===== config.mk =====
export PLATFORM = sky130hd
export DESIGN_NAME = wb_stage
export DESIGN_NICKNAME = d
export VERILOG_FILES = /design/src/rtl/wb_stage.sv
export SDC_FILE = /design/constraint.sdc
export NUM_CORES = 1
export LEC_CHECK = 0
export BUFFER_PORTS_ARGS = -buffer_cell sky130_fd_sc_hd__buf_2
export CAP_MARGIN = 20
export CORE_MARGIN = 4
export CORE_UTILIZATION = 25
export CTS_CLUSTER_DIAMETER = 80
export DETAILED_ROUTE_END_ITERATION = 8
export GPL_TIMING_DRIVEN = 1
export SYNTH_ARGS = -nofsm -noshare
export SYNTH_HDL_FRONTEND = slang
export SYNTH_SLANG_ARGS = --single-unit
export TNS_END_PERCENT = 50

===== constraint.sdc =====
create_clock -name clk -period 1.8 [get_ports clk]
set_input_delay 0.18 -clock clk [delete_from_list [all_inputs] [get_ports clk]]
set_output_delay 0.18 -clock clk [all_outputs]
set_load 0.01 [all_outputs]

===== src/rtl/wb_stage.sv =====
// -----------------------------------------------------------------------------
// wb_stage -- write-back stage of the five-stage RV32 pipeline.
//
// Selects the register-file write value from the ALU/EX result, data-memory
// read data (optionally byte/halfword extended) or PC+4 for link instructions,
// drives the register-file write port combinationally, and keeps a one-cycle
// registered copy of the write for the bypass network.
//
// Optional feature macro: WB_LOAD_EXT_EN
//   When defined, adds Load_Type (RV32 funct3) and Addr_Low (address [1:0])
//   inputs, and the WB_Ctrl=01 source becomes the lane-selected,
//   sign/zero-extended load value. When undefined, WB_Ctrl=01 passes RAM_Data.
//
// Ports:
//   clk        in   1   stage clock, rising edge
//   rst_n      in   1   synchronous active-low reset
//   RAM_Data   in  32   data-memory read data
//   PC_Plus4   in  32   PC+4 of the instruction in WB
//   EX_Data    in  32   ALU/EX result
//   WB_Ctrl    in   2   source select: 00 EX, 01 load, 10 PC+4, 11 zero
//   WB_Valid   in   1   instruction in WB is valid and writes rd
//   WB_Rd      in   5   destination register index
//   Load_Type  in   3   load funct3            (WB_LOAD_EXT_EN only)
//   Addr_Low   in   2   load address bits [1:0] (WB_LOAD_EXT_EN only)
//   WB_Data    out 32   selected write-back data, combinational
//   RF_We      out  1   register-file write enable, combinational
//   RF_Waddr   out  5   register-file write address (= WB_Rd)
//   Fwd_Data   out 32   registered WB_Data for bypass
//   Fwd_Rd     out  5   registered WB_Rd
//   Fwd_Valid  out  1   registered RF_We
//   Ctrl_Err   out  1   sticky: WB_Ctrl=11 seen with WB_Valid=1
// -----------------------------------------------------------------------------
module wb_stage (
  input  logic        clk,
  input  logic        rst_n,
  input  logic [31:0] RAM_Data,
  input  logic [31:0] PC_Plus4,
  input  logic [31:0] EX_Data,
  input  logic [1:0]  WB_Ctrl,
  input  logic        WB_Valid,
  input  logic [4:0]  WB_Rd,
`ifdef WB_LOAD_EXT_EN
  input  logic [2:0]  Load_Type,
  input  logic [1:0]  Addr_Low,
`endif
  output logic [31:0] WB_Data,
  output logic        RF_We,
  output logic [4:0]  RF_Waddr,
  output logic [31:0] Fwd_Data,
  output logic [4:0]  Fwd_Rd,
  output logic        Fwd_Valid,
  output logic        Ctrl_Err
);

  localparam int DATA_W = 32;

  localparam logic [1:0] SEL_EX   = 2'b00;
  localparam logic [1:0] SEL_LOAD = 2'b01;
  localparam logic [1:0] SEL_LINK = 2'b10;
  localparam logic [1:0] SEL_ILL  = 2'b11;

`ifdef WB_LOAD_EXT_EN
  // Lane select plus sign/zero extension for sub-word loads. Halfword loads
  // use only addr_low[1]; LW and undefined funct3 codes pass the word through.
  function automatic logic [DATA_W-1:0] load_extend(
    input logic [DATA_W-1:0] raw,
    input logic [2:0]        funct3,
    input logic [1:0]        addr_low
  );
    logic        [7:0]        byte_u;
    logic        [15:0]       half_u;
    logic signed [7:0]        byte_s;
    logic signed [15:0]       half_s;
    logic        [DATA_W-1:0] res;
    case (addr_low)
      2'd0:    byte_u = raw[7:0];
      2'd1:    byte_u = raw[15:8];
      2'd2:    byte_u = raw[23:16];
      default: byte_u = raw[31:24];
    endcase
    half_u = addr_low[1] ? raw[31:16] : raw[15:0];
    byte_s = signed'(byte_u);
    half_s = signed'(half_u);
    case (funct3)
      3'b000:  res = DATA_W'(byte_s);
      3'b100:  res = DATA_W'(byte_u);
      3'b001:  res = DATA_W'(half_s);
      3'b101:  res = DATA_W'(half_u);
      default: res = raw;
    endcase
    return res;
  endfunction
`endif

  logic [DATA_W-1:0] load_data_p0;
  logic [DATA_W-1:0] wb_data_p0;
  logic              rf_we_p0;

  logic [DATA_W-1:0] fwd_data_p1_d, fwd_data_p1_q;
  logic [4:0]        fwd_rd_p1_d,   fwd_rd_p1_q;
  logic              vld_p1_d,      vld_p1_q;
  logic              ctrl_err_d,    ctrl_err_q;

  // ---- Stage p0: combinational write-back select (independent of WB_Valid,
  // so an unknown valid never disturbs the data path) ----
  always_comb begin
`ifdef WB_LOAD_EXT_EN
    load_data_p0 = load_extend(RAM_Data, Load_Type, Addr_Low);
`else
    load_data_p0 = RAM_Data;
`endif
    wb_data_p0 = '0;
    case (WB_Ctrl)
      SEL_EX:   wb_data_p0 = EX_Data;
      SEL_LOAD: wb_data_p0 = load_data_p0;
      SEL_LINK: wb_data_p0 = PC_Plus4;
      default:  wb_data_p0 = '0;
    endcase
  end

  // x0 is hard-wired zero, so a write to it is suppressed here.
  assign rf_we_p0 = WB_Valid & (WB_Rd != 5'd0);

  assign WB_Data  = wb_data_p0;
  assign RF_We    = rf_we_p0;
  assign RF_Waddr = WB_Rd;

  always_comb begin
    fwd_data_p1_d = wb_data_p0;
    fwd_rd_p1_d   = WB_Rd;
    vld_p1_d      = rf_we_p0;
    ctrl_err_d    = ctrl_err_q | (WB_Valid & (WB_Ctrl == SEL_ILL));
  end

  // ---- Stage p0 -> p1: bypass register and sticky error flag ----
  always_ff @(posedge clk) begin
    if (!rst_n) begin
      fwd_data_p1_q <= '0;
      fwd_rd_p1_q   <= '0;
      vld_p1_q      <= 1'b0;
      ctrl_err_q    <= 1'b0;
    end else begin
      fwd_data_p1_q <= fwd_data_p1_d;
      fwd_rd_p1_q   <= fwd_rd_p1_d;
      vld_p1_q      <= vld_p1_d;
      ctrl_err_q    <= ctrl_err_d;
    end
  end

  assign Fwd_Data  = fwd_data_p1_q;
  assign Fwd_Rd    = fwd_rd_p1_q;
  assign Fwd_Valid = vld_p1_q;
  assign Ctrl_Err  = ctrl_err_q;

endmodule


==> impl_metrics.env, run 1 <==
export IMPL_powerDensity_nw_per_um2=690
export IMPL_synth_edf_count=0
export IMPL_cts_buffers=5
export IMPL_drc=0
export IMPL_start_util_pct=26.1
export IMPL_wl_um=5840
export IMPL_drive_above_1_share_pct=58.9
export IMPL_synth_most_common_cell="dfxtp_1"
export IMPL_post_route_period_util_pct=72.8
export IMPL_viasPerCell=4.35
export IMPL_die_width_um=98.5
export IMPL_synthArstFlopShare_pct=0
export IMPL_hold_end="Fwd_Rd[0]"
export IMPL_setup_viol=0
export IMPL_end_kind="output port"
export IMPL_rsz0062_at_grt="false"
export IMPL_crit_top_cell="buf_2"
export IMPL_drtIter0Drc=34
export IMPL_ant_nets=0
export IMPL_final_setup_tns_ns=0
export IMPL_setup_ws_ns=0.489
export IMPL_syn_cell_area_um2=2050
export IMPL_numClockSinks=39
export IMPL_cp_arrival_ns=1.13
export IMPL_vias=2063
export IMPL_antennaDiodeCount=0
export IMPL_synth_top_area_cell="dfxtp_1"
export IMPL_holdCritStartpoint="WB_Rd[0]"
export IMPL_synth_area_leaders="dfxtp_1 (38%), mux2i_1 (16%), nand3b_1 (11%)"
export IMPL_ys_seq_elements=39
export IMPL_slowest_delay_ns=0.29
export IMPL_netlist_area_leader_share_pct=38.1
export IMPL_place_hpwl_um=4800
export IMPL_dp_slack_ns=0.467
export IMPL_hold_depth=2
export IMPL_post_cts_buffers=0
export IMPL_grt_max_degree=66
export IMPL_yosys_warnings=0
export IMPL_cts_root_buf="clkbuf_8"
export IMPL_die_y_um=98.5
export IMPL_finalHoldViolCount=0
export IMPL_grt_total_usage_pct=11.3
export IMPL_final_setup_skew_ns=0
export IMPL_dieArea_um2=9710
export IMPL_slew_headroom_pct=65.6
export IMPL_core_area_um2=7850
export IMPL_cts_hold_buf=0
export IMPL_leakagePower_nw=1.62
export IMPL_antenna_found_initial=0
export IMPL_syn_instance_count=202
export IMPL_crit_path_max_fanout=65
export IMPL_timing_rr_start="Ctrl_Err"
export IMPL_ys_types=18
export IMPL_hold_path_class="primary input to flip-flop"
export IMPL_rows=32
export IMPL_ir_worst_vdd_mv=0.259
export IMPL_slowest_stage="mux2i_1"
export IMPL_synth_nets=308
export IMPL_cp_cell_sequence="buf_2, buf_12, mux2i_1, o22ai_2, buf_2"
export IMPL_critPathLaunch="WB_Ctrl[1]"
export IMPL_reg2reg_to="Ctrl_Err"
export IMPL_fmax_mhz=763
export IMPL_ys_seq_area_share_pct=38.1
export IMPL_tritoncts="built"
export IMPL_ios=183
export IMPL_worstMarginPinSlew_ns=0.517
export IMPL_gp_congestion=0.764
export IMPL_drv_cap=0
export IMPL_htree_levels=2
export IMPL_synth_common_cells="dfxtp_1 (39), and2_1 (37), mux2i_1 (32)"
export IMPL_grt_pass1_wl_um=9120
export IMPL_cp_required_ns=1.62
export IMPL_timing_final_crit_period_ns=1.31
export IMPL_critPathLaunchType="primary input"
export IMPL_grt_ovfl_total=0
export IMPL_path_class="primary input to output port"
export IMPL_clk_path_buf_depth=2
export IMPL_ff2ff_path_depth=2
export IMPL_outcome="complete, no violations"
export IMPL_syn2layout_area_growth_pct=49.2
export IMPL_avgSynthCellArea_um2=10.1
export IMPL_drt_pass1_iterations=4
export IMPL_clk_pin_slew_ns=0.07
export IMPL_portBuffers=182
export IMPL_r2r_slack_ns=1.19
export IMPL_synth_top_flop_cell="dfxtp_1"
export IMPL_postCtsResizedCells=0
export IMPL_avgRoutedWirePerCell_um=12.3
export IMPL_maxSlewViolCount=0
export IMPL_nets=477
export IMPL_grt_pass1_vias=1996
export IMPL_clk_latency_ns=0.28
## flip-flops by register name, indices dropped and copies added, names as in the netlist
| name | flops |
|---|---|
| Fwd_Rd | 5 |
| Fwd_Data | 32 |
| Fwd_Valid | 1 |
| Ctrl_Err | 1 |
## metal layers
metal | part of all wire, % | global-route usage (%) | vias up | wire, um
met1 | 36 | 11.8 | 924 | 2100
met3 | 11 | 4.18 | 2 | 627
met5 | 0 | 0 | - | 0
met4 | 0.68 | 3.15 | 0 | 40
met2 | 53 | 21.1 | 93 | 3080
li1 | - | - | 1044 | -
## per-stage QoR
step	util (%)	std cells	hold slack [ns]	area, um2	total power [mW]
floorplan	-	202	0.294	2050	1.26
detailed placement	37.7	466	0.407	2960	1.51
finish	39.0	474	0.119	3060	2.11
global placement	37.7	466	0.404	2960	1.51
global route	39.0	474	0.110	3060	2.24
CTS	39.0	474	0.107	3060	2.17
## kinds of logic after synthesis
kind of cell           count (synthesis)  synth area share [%]
DFF                                   39                  38.1
and+or+nand+nor                       75                  24.4
AOI/OAI and AO/OA                     33                  13.2
buffers and inverters                 23                  8.67
muxes                                 32                  15.6
## layout by cell type (no fill, tap or decap), drive strengths merged
cell,instances
buf,185
o22ai,1
nor2,2
nand3b,31
clkbuf,8
or4,1
nand2,2
a31oi,1
mux2i,32
dfxtp,39
and2,37
o21ai,31
nor2b,2
## final cells by class
class                           instances  area [um2]
Timing Repair Buffer                  185         958
Tap cell                              102         128
Sequential cell                        39         781
Fill cell                             810        4790
Multi-Input combinational cell        140        1090
Clock buffer                            8         100
## how the worst max path moves through the flow
stage	endpoint	slack [ns]
after CTS	WB_Data[27]	0.46
final	WB_Data[27]	0.49
after global placement	RF_We	0.50
after floorplan	RF_We	0.73
after detailed placement	WB_Data[27]	0.47
after global routing	WB_Data[27]	0.40
## where the power goes
part / leakage (nW) / total (mW) / internal (mW) / switching (mW)
Combinational: 1.24 / 0.554 / 0.276 / 0.278
Clock: 0.0515 / 0.629 / 0.350 / 0.280
Sequential: 0.323 / 0.926 / 0.915 / 0.0104
Total: 1.62 / 2.11 / 1.54 / 0.568
## worst max-delay path, delay by kind of cell
kind	cells	cell delay, ns
compound gates	1	0.10
buf+inv	3	0.53
mux	1	0.29
No activity file was read; power rests on OpenSTA's default activity.
==> inputs of run 2 (changes only) <==
--- a/config.mk
+++ b/config.mk
@@ -5,6 +5,7 @@
 export SDC_FILE = /design/constraint.sdc
 export NUM_CORES = 1
 export LEC_CHECK = 0
+export ABC_AREA = 1
 export BUFFER_PORTS_ARGS = -buffer_cell sky130_fd_sc_hd__buf_2
 export CAP_MARGIN = 20
 export CORE_MARGIN = 4
==> constraint.sdc (replaced) <==
create_clock -name clk -period 1.3 [get_ports clk]
set_input_delay 0.13 -clock clk [delete_from_list [all_inputs] [get_ports clk]]
set_output_delay 0.13 -clock clk [all_outputs]
set_load 0.01 [all_outputs]
==> run 2 against run 1 <==
Compared with the run above: critical path depth is the same; via count rose by 18%; synthesized area increased by 3.4%; die area up 3.1%; synthesized cell count is 39% higher; final area is 5.2% higher; sequential share of layout area fell by 1.3 points; clock power grew 92%; power up 57%; cell count grew 18%.
==> impl_metrics.env, run 2 <==
export IMPL_syn_cell_area_um2=2120
export IMPL_dieArea_um2=10000
export IMPL_die_width_um=100
export IMPL_powerDensity_nw_per_um2=1030
export IMPL_post_route_period_util_pct=89.7
export IMPL_holdCritStartpoint="WB_Rd[4]"
export IMPL_antennaDiodeCount=0
export IMPL_worstSetupEndpoint="WB_Data[4]"
export IMPL_post_place_cells=552
export IMPL_outcome="complete, no violations"
export IMPL_ir_worst_vdd_mv=0.654
export IMPL_ant_nets=0
export IMPL_maxSlewViolCount=0
export IMPL_ff2ff_path_depth=2
export IMPL_r2r_slack_ns=0.75
export IMPL_cts_root_buf="clkbuf_8"
export IMPL_hold_path_class="primary input to flip-flop"
export IMPL_fin_area_um2=3220
export IMPL_worstMarginPinSlew_ns=0.341
export IMPL_grt_pass1_vias=2526
export IMPL_final_common_cell="buf_2"
export IMPL_clk_latency_ns=0.28
export IMPL_die_y_um=100
export IMPL_hold_depth=3
export IMPL_setup_viol=0
export IMPL_leakagePower_nw=2.08
export IMPL_synth_area_leaders="dfxtp_1 (37%), nand3_1 (15%), nand3_2 (15%)"
export IMPL_synth_most_common_cell="nand2_1"
export IMPL_ys_seq_area_share_pct=36.8
export IMPL_drtIter0Drc=64
export IMPL_antenna_found_initial=0
export IMPL_netlist_area_leader_share_pct=36.8
export IMPL_end_kind="output port"
export IMPL_synth_top_flop_cell="dfxtp_1"
export IMPL_finalHoldViolCount=0
export IMPL_portBuffers=182
export IMPL_timing_rr_start="Ctrl_Err"
export IMPL_cts_hold_buf=0
export IMPL_final_setup_tns_ns=0
export IMPL_synthArstFlopShare_pct=0
export IMPL_viasPerCell=4.36
export IMPL_synth_edf_count=0
export IMPL_clk_pin_slew_ns=0.08
export IMPL_path_class="primary input to output port"
export IMPL_syn_instance_count=280
export IMPL_fin_cells=560
export IMPL_grt_ovfl_total=0
export IMPL_vias=2440
export IMPL_wl_um=7410
export IMPL_largest_register_ffs=32
export IMPL_numClockSinks=39
export IMPL_cp_arrival_ns=1.04
export IMPL_drc=0
export IMPL_tritoncts="built"
export IMPL_grt_pass1_wl_um=11300
export IMPL_final_cell_mix="buf_2 (182), nand2_1 (70), nand3_1 (65)"
export IMPL_reg2reg_to="Ctrl_Err"
export IMPL_dp_slack_ns=0.117
export IMPL_gp_congestion=0.792
export IMPL_drv_cap=0
export IMPL_syn2layout_area_growth_pct=51.8
export IMPL_timing_final_crit_period_ns=1.17
export IMPL_slew_headroom_pct=77.3
export IMPL_grt_max_degree=39
export IMPL_avgSynthCellArea_um2=7.57
export IMPL_rows=33
export IMPL_synth_top_area_cell="dfxtp_1"
export IMPL_place_hpwl_um=5930
export IMPL_fill_cells=905
export IMPL_cp_required_ns=1.17
export IMPL_post_cts_buffers=0
export IMPL_clk_path_buf_depth=2
export IMPL_synth_nets=386
export IMPL_postCtsResizedCells=0
export IMPL_ios=183
export IMPL_hold_slack_ns=0.0413
export IMPL_rsz0062_at_grt="false"
export IMPL_synth_common_cells="nand2_1 (70), nand3_1 (65), inv_1 (40)"
export IMPL_nets=560
export IMPL_start_util_pct=25.8
export IMPL_htree_levels=2
export IMPL_placed_area_um2=3080
export IMPL_drive_above_1_share_pct=51.9
export IMPL_fmax_mhz=858
export IMPL_critPathLaunch="WB_Ctrl[1]"
export IMPL_yosys_warnings=0
export IMPL_critPathLaunchType="primary input"
export IMPL_core_area_um2=8220
export IMPL_ys_types=15
export IMPL_final_setup_skew_ns=0
export IMPL_crit_path_max_fanout=32
export IMPL_grt_total_usage_pct=14.2
export IMPL_ys_seq_elements=39
export IMPL_cts_buffers=5
export IMPL_avgRoutedWirePerCell_um=13.2
export IMPL_setup_ws_ns=0.134
export IMPL_drt_pass1_iterations=4
-- run 2: cell types whose count changed in the layout (fill, tap and decap cells not counted), moves of 3 or more --
cell      before  now
nand3_1        0   65
nand3_2        0   32
and2_1        37    0
buf_12         2    5
mux2i_1       32    0
buf_4          1    6
o21ai_1        5    0
o21ai_2       26    0
nand3b_1      31    1
nand2_1        2   70
inv_1          0   40
-- run 2: worst min path at each step --
stage                      endpoint  slack, ns
after global placement    Fwd_Rd[4]       0.34
final                     Fwd_Rd[4]       0.04
after global routing      Fwd_Rd[4]       0.06
after CTS                 Fwd_Rd[4]       0.03
after detailed placement  Fwd_Rd[4]       0.34
after floorplan           Fwd_Rd[0]       0.22
-- run 2: final cells by class --
| type | instances | area [um2] | area share (%) |
|---|---|---|---|
| Clock inverter | 3 | 67.6 | 2.10 |
| Tap cell | 105 | 131 | 4.08 |
| Inverter | 42 | 160 | 4.98 |
| Clock buffer | 5 | 68.8 | 2.14 |
| Timing Repair Buffer | 193 | 1060 | 32.8 |
| Multi-Input combinational cell | 173 | 952 | 29.6 |
| Sequential cell | 39 | 781 | 24.3 |
-- run 2: cell families (layout without fill, tap and decap cells) --
family          count (synthesis)  count (layout)  share of synthesized area [%]
compound gates                  1               1                          0.236
buf+inv                        68             243                           18.2
flops                          39              39                           36.8
simple gates                  172             172                           44.7
-- run 2: per-layer routing --
layer  wire [um]  track usage (%)
met2        3820             26.7
met4          43             3.73
met5           0                0
met1        2770             15.5
met3         783             4.03
-- run 2: per-stage QoR --
step                utilization, %  power [mW]
finish                        39.2        3.32
global route                  39.2        3.51
CTS                           39.2        3.39
detailed placement            37.5        2.14
global placement              37.5        2.13
floorplan                        -        1.75
-- run 2: worst max-delay path, stage by stage --
cell     delay, ns
buf_2         0.17
inv_4         0.29
nand3_1       0.18
nand3_2       0.13
buf_2         0.14
-- run 2: power by group --
part | total (mW) | internal, mW | switching, mW | leakage, nW
logic | 0.819 | 0.370 | 0.449 | 1.69
registers | 1.28 | 1.27 | 0.0156 | 0.322
clock network | 1.21 | 0.766 | 0.448 | 0.0644
total | 3.32 | 2.40 | 0.913 | 2.08
==> inputs of run 3 (changes only) <==
--- a/config.mk
+++ b/config.mk
@@ -5,12 +5,13 @@
 export SDC_FILE = /design/constraint.sdc
 export NUM_CORES = 1
 export LEC_CHECK = 0
-export ABC_AREA = 1
+export ABC_AREA = 0
 export BUFFER_PORTS_ARGS = -buffer_cell sky130_fd_sc_hd__buf_2
 export CAP_MARGIN = 20
 export CORE_MARGIN = 4
 export CORE_UTILIZATION = 25
 export CTS_CLUSTER_DIAMETER = 80
+export CTS_CLUSTER_SIZE = 30
 export DETAILED_ROUTE_END_ITERATION = 8
 export GPL_TIMING_DRIVEN = 1
 export SYNTH_ARGS = -nofsm -noshare
==> run 3 against run 2 <==
Compared with the run above: combinational power fell by 3.2%; global-route usage shrank 2.2 points; sequential share of layout area is 0.63 points higher; wire length fell by 17%; power is 6.3% lower; clock power down 15%; first-iteration DRC count fell by 47%; cell count decreased by 15%; flip-flop and latch count did not move; hold slack improved by 0.023 ns; critical endpoint is now RF_We; largest power group unchanged; highest routed layer unchanged.
==> impl_metrics.env, run 3 (synthesized netlist as in run 1, its figures left out) <==
export IMPL_cp_top_family="simple AND/OR/NAND/NOR gates"
export IMPL_cts_hold_buf=0
export IMPL_die_y_um=98.5
export IMPL_cts_root_buf="clkbuf_8"
export IMPL_cts_buffers=5
export IMPL_dp_slack_ns=0.0960
export IMPL_grt_pass1_wl_um=9600
export IMPL_crit_top_cell="buf_2"
export IMPL_die_width_um=98.5
export IMPL_sw_frac_of_total_pct=26.3
export IMPL_fin_area_um2=3140
export IMPL_end_kind="output port"
export IMPL_htree_levels=2
export IMPL_post_place_cells=469
export IMPL_placed_area_um2=3020
export IMPL_tritoncts="built"
export IMPL_gp_congestion=0.764
export IMPL_switching_power_mw=0.818
export IMPL_largest_register_ffs=32
export IMPL_hold_path_class="primary input to flip-flop"
export IMPL_internal_power_mw=2.29
export IMPL_path_class="primary input to output port"
export IMPL_final_setup_skew_ns=0
export IMPL_maxSlewViolCount=0
export IMPL_multiInputGateArea_um2=1090
export IMPL_postCtsResizedCells=0
export IMPL_vias=2054
export IMPL_clk_latency_ns=0.28
export IMPL_setup_ws_ns=0.0965
export IMPL_cp_cell_sequence="buf_2, or4_1, nor2_1, nor2b_1, buf_2"
export IMPL_antenna_found_initial=0
export IMPL_worstSetupEndpoint="RF_We"
export IMPL_grt_max_degree=35
export IMPL_clk_pin_slew_ns=0.08
export IMPL_r2r_slack_ns=0.69
export IMPL_ant_nets=0
export IMPL_drtIter0Drc=34
export IMPL_path_depth=5
export IMPL_regArea_um2=781
export IMPL_finalHoldViolCount=0
export IMPL_start_util_pct=26.1
export IMPL_cp_arrival_ns=1.07
export IMPL_final_setup_tns_ns=0
export IMPL_viasPerCell=4.31
export IMPL_total_power_mw=3.11
export IMPL_clkPwrFrac_pct=33.2
export IMPL_portBuffers=182
export IMPL_fill_cells=824
export IMPL_slowest_stage="or4_1"
export IMPL_core_area_um2=7850
export IMPL_worstMarginPinSlew_ns=0.319
export IMPL_cp_required_ns=1.17
export IMPL_nets=480
export IMPL_fin_cells=477
export IMPL_numClockSinks=39
export IMPL_avgRoutedWirePerCell_um=12.9
export IMPL_antennaDiodeCount=0
export IMPL_timing_rr_start="Ctrl_Err"
export IMPL_place_hpwl_um=5080
export IMPL_pwr_share_comb_pct=25.5
export IMPL_syn2layout_area_growth_pct=53.0
export IMPL_slowest_delay_ns=0.52
export IMPL_post_cts_buffers=0
export IMPL_grt_ovfl_total=0
export IMPL_ios=183
export IMPL_setup_viol=0
export IMPL_fmax_mhz=831
export IMPL_seqPwrFrac_pct=41.2
export IMPL_timing_final_crit_period_ns=1.20
export IMPL_final_cell_mix="buf_2 (182), dfxtp_1 (39), and2_1 (37)"
export IMPL_ff2ff_path_depth=2
export IMPL_dieArea_um2=9710
export IMPL_grt_pass1_vias=2018
export IMPL_slew_headroom_pct=78.7
export IMPL_reg2reg_to="Ctrl_Err"
export IMPL_leakagePower_nw=1.65
export IMPL_hold_slack_ns=0.0643
export IMPL_crit_buf_inv=2
export IMPL_crit_path_max_fanout=3
export IMPL_ir_worst_vdd_mv=0.350
export IMPL_fin_util_pct=40.0
export IMPL_rows=32
export IMPL_outcome="complete, no violations"
export IMPL_drc=0
export IMPL_rsz0062_at_grt="false"
export IMPL_post_route_period_util_pct=92.6
export IMPL_powerDensity_nw_per_um2=991
export IMPL_drv_cap=0
export IMPL_clk_path_buf_depth=2
export IMPL_critPathLaunchType="primary input"
export IMPL_critPathLaunch="WB_Rd[0]"
export IMPL_final_common_cell="buf_2"
export IMPL_drive_above_1_share_pct=59.5
export IMPL_grt_total_usage_pct=12.0
export IMPL_wl_um=6150
export IMPL_drt_pass1_iterations=4
==> run 3: cell count changes in the layout (fill, tap and decap cells not counted), sizes merged, moves of 30 or more <==
cell / before / now
and2: 0 / 37
inv: 42 / 0
mux2i: 0 / 32
nand2: 70 / 2
nand3: 97 / 0
nand3b: 1 / 31
o21ai: 0 / 31
==> run 3: layout make-up <==
class / count / share of cell area, %
clock buffers: 6 / 2.63
clock inverters: 2 / 1.12
multi-input cells: 140 / 34.8
flip-flops and latches: 39 / 24.9
well taps: 102 / 4.07
repair buffers: 188 / 32.5
==> run 3: power groups by stage <==
stage	Combinational [mW]	Clock [mW]	Sequential, mW
floorplan	0.395	0	1.35
global placement	0.798	0	1.31
detailed placement	0.808	0	1.31
CTS	0.811	1.09	1.28
global route	0.872	1.14	1.29
finish	0.793	1.03	1.28
==> run 3: worst min path at each step <==
stage	from	to	cells past startpoint	slack [ns]
floorplan	WB_Valid	Fwd_Valid	2	0.24
global placement	WB_Rd[0]	Fwd_Rd[0]	2	0.36
detailed placement	WB_Rd[0]	Fwd_Rd[0]	2	0.36
CTS	WB_Rd[0]	Fwd_Rd[0]	2	0.05
global route	WB_Rd[2]	Fwd_Rd[2]	2	0.06
finish	WB_Rd[4]	Fwd_Rd[4]	2	0.06
==> run 3: metal layers <==
layer | share of wire (%) | GRT usage (%) | vias up | wire length [um]
li1 | - | - | 1049 | -
met1 | 37 | 12.6 | 899 | 2280
met2 | 52 | 22.3 | 98 | 3200
met3 | 9.5 | 4.03 | 8 | 586
met4 | 1.4 | 3.99 | 0 | 88
met5 | 0 | 0 | - | 0
==> run 3: worst register-to-register path: cells and delay by family, from the launching register on <==
| kind | cells | cell delay (ns) |
|---|---|---|
| simple gates | 1 | 0.06 |
| compound gates | 1 | 0.14 |
| flops | 1 | 0.31 |
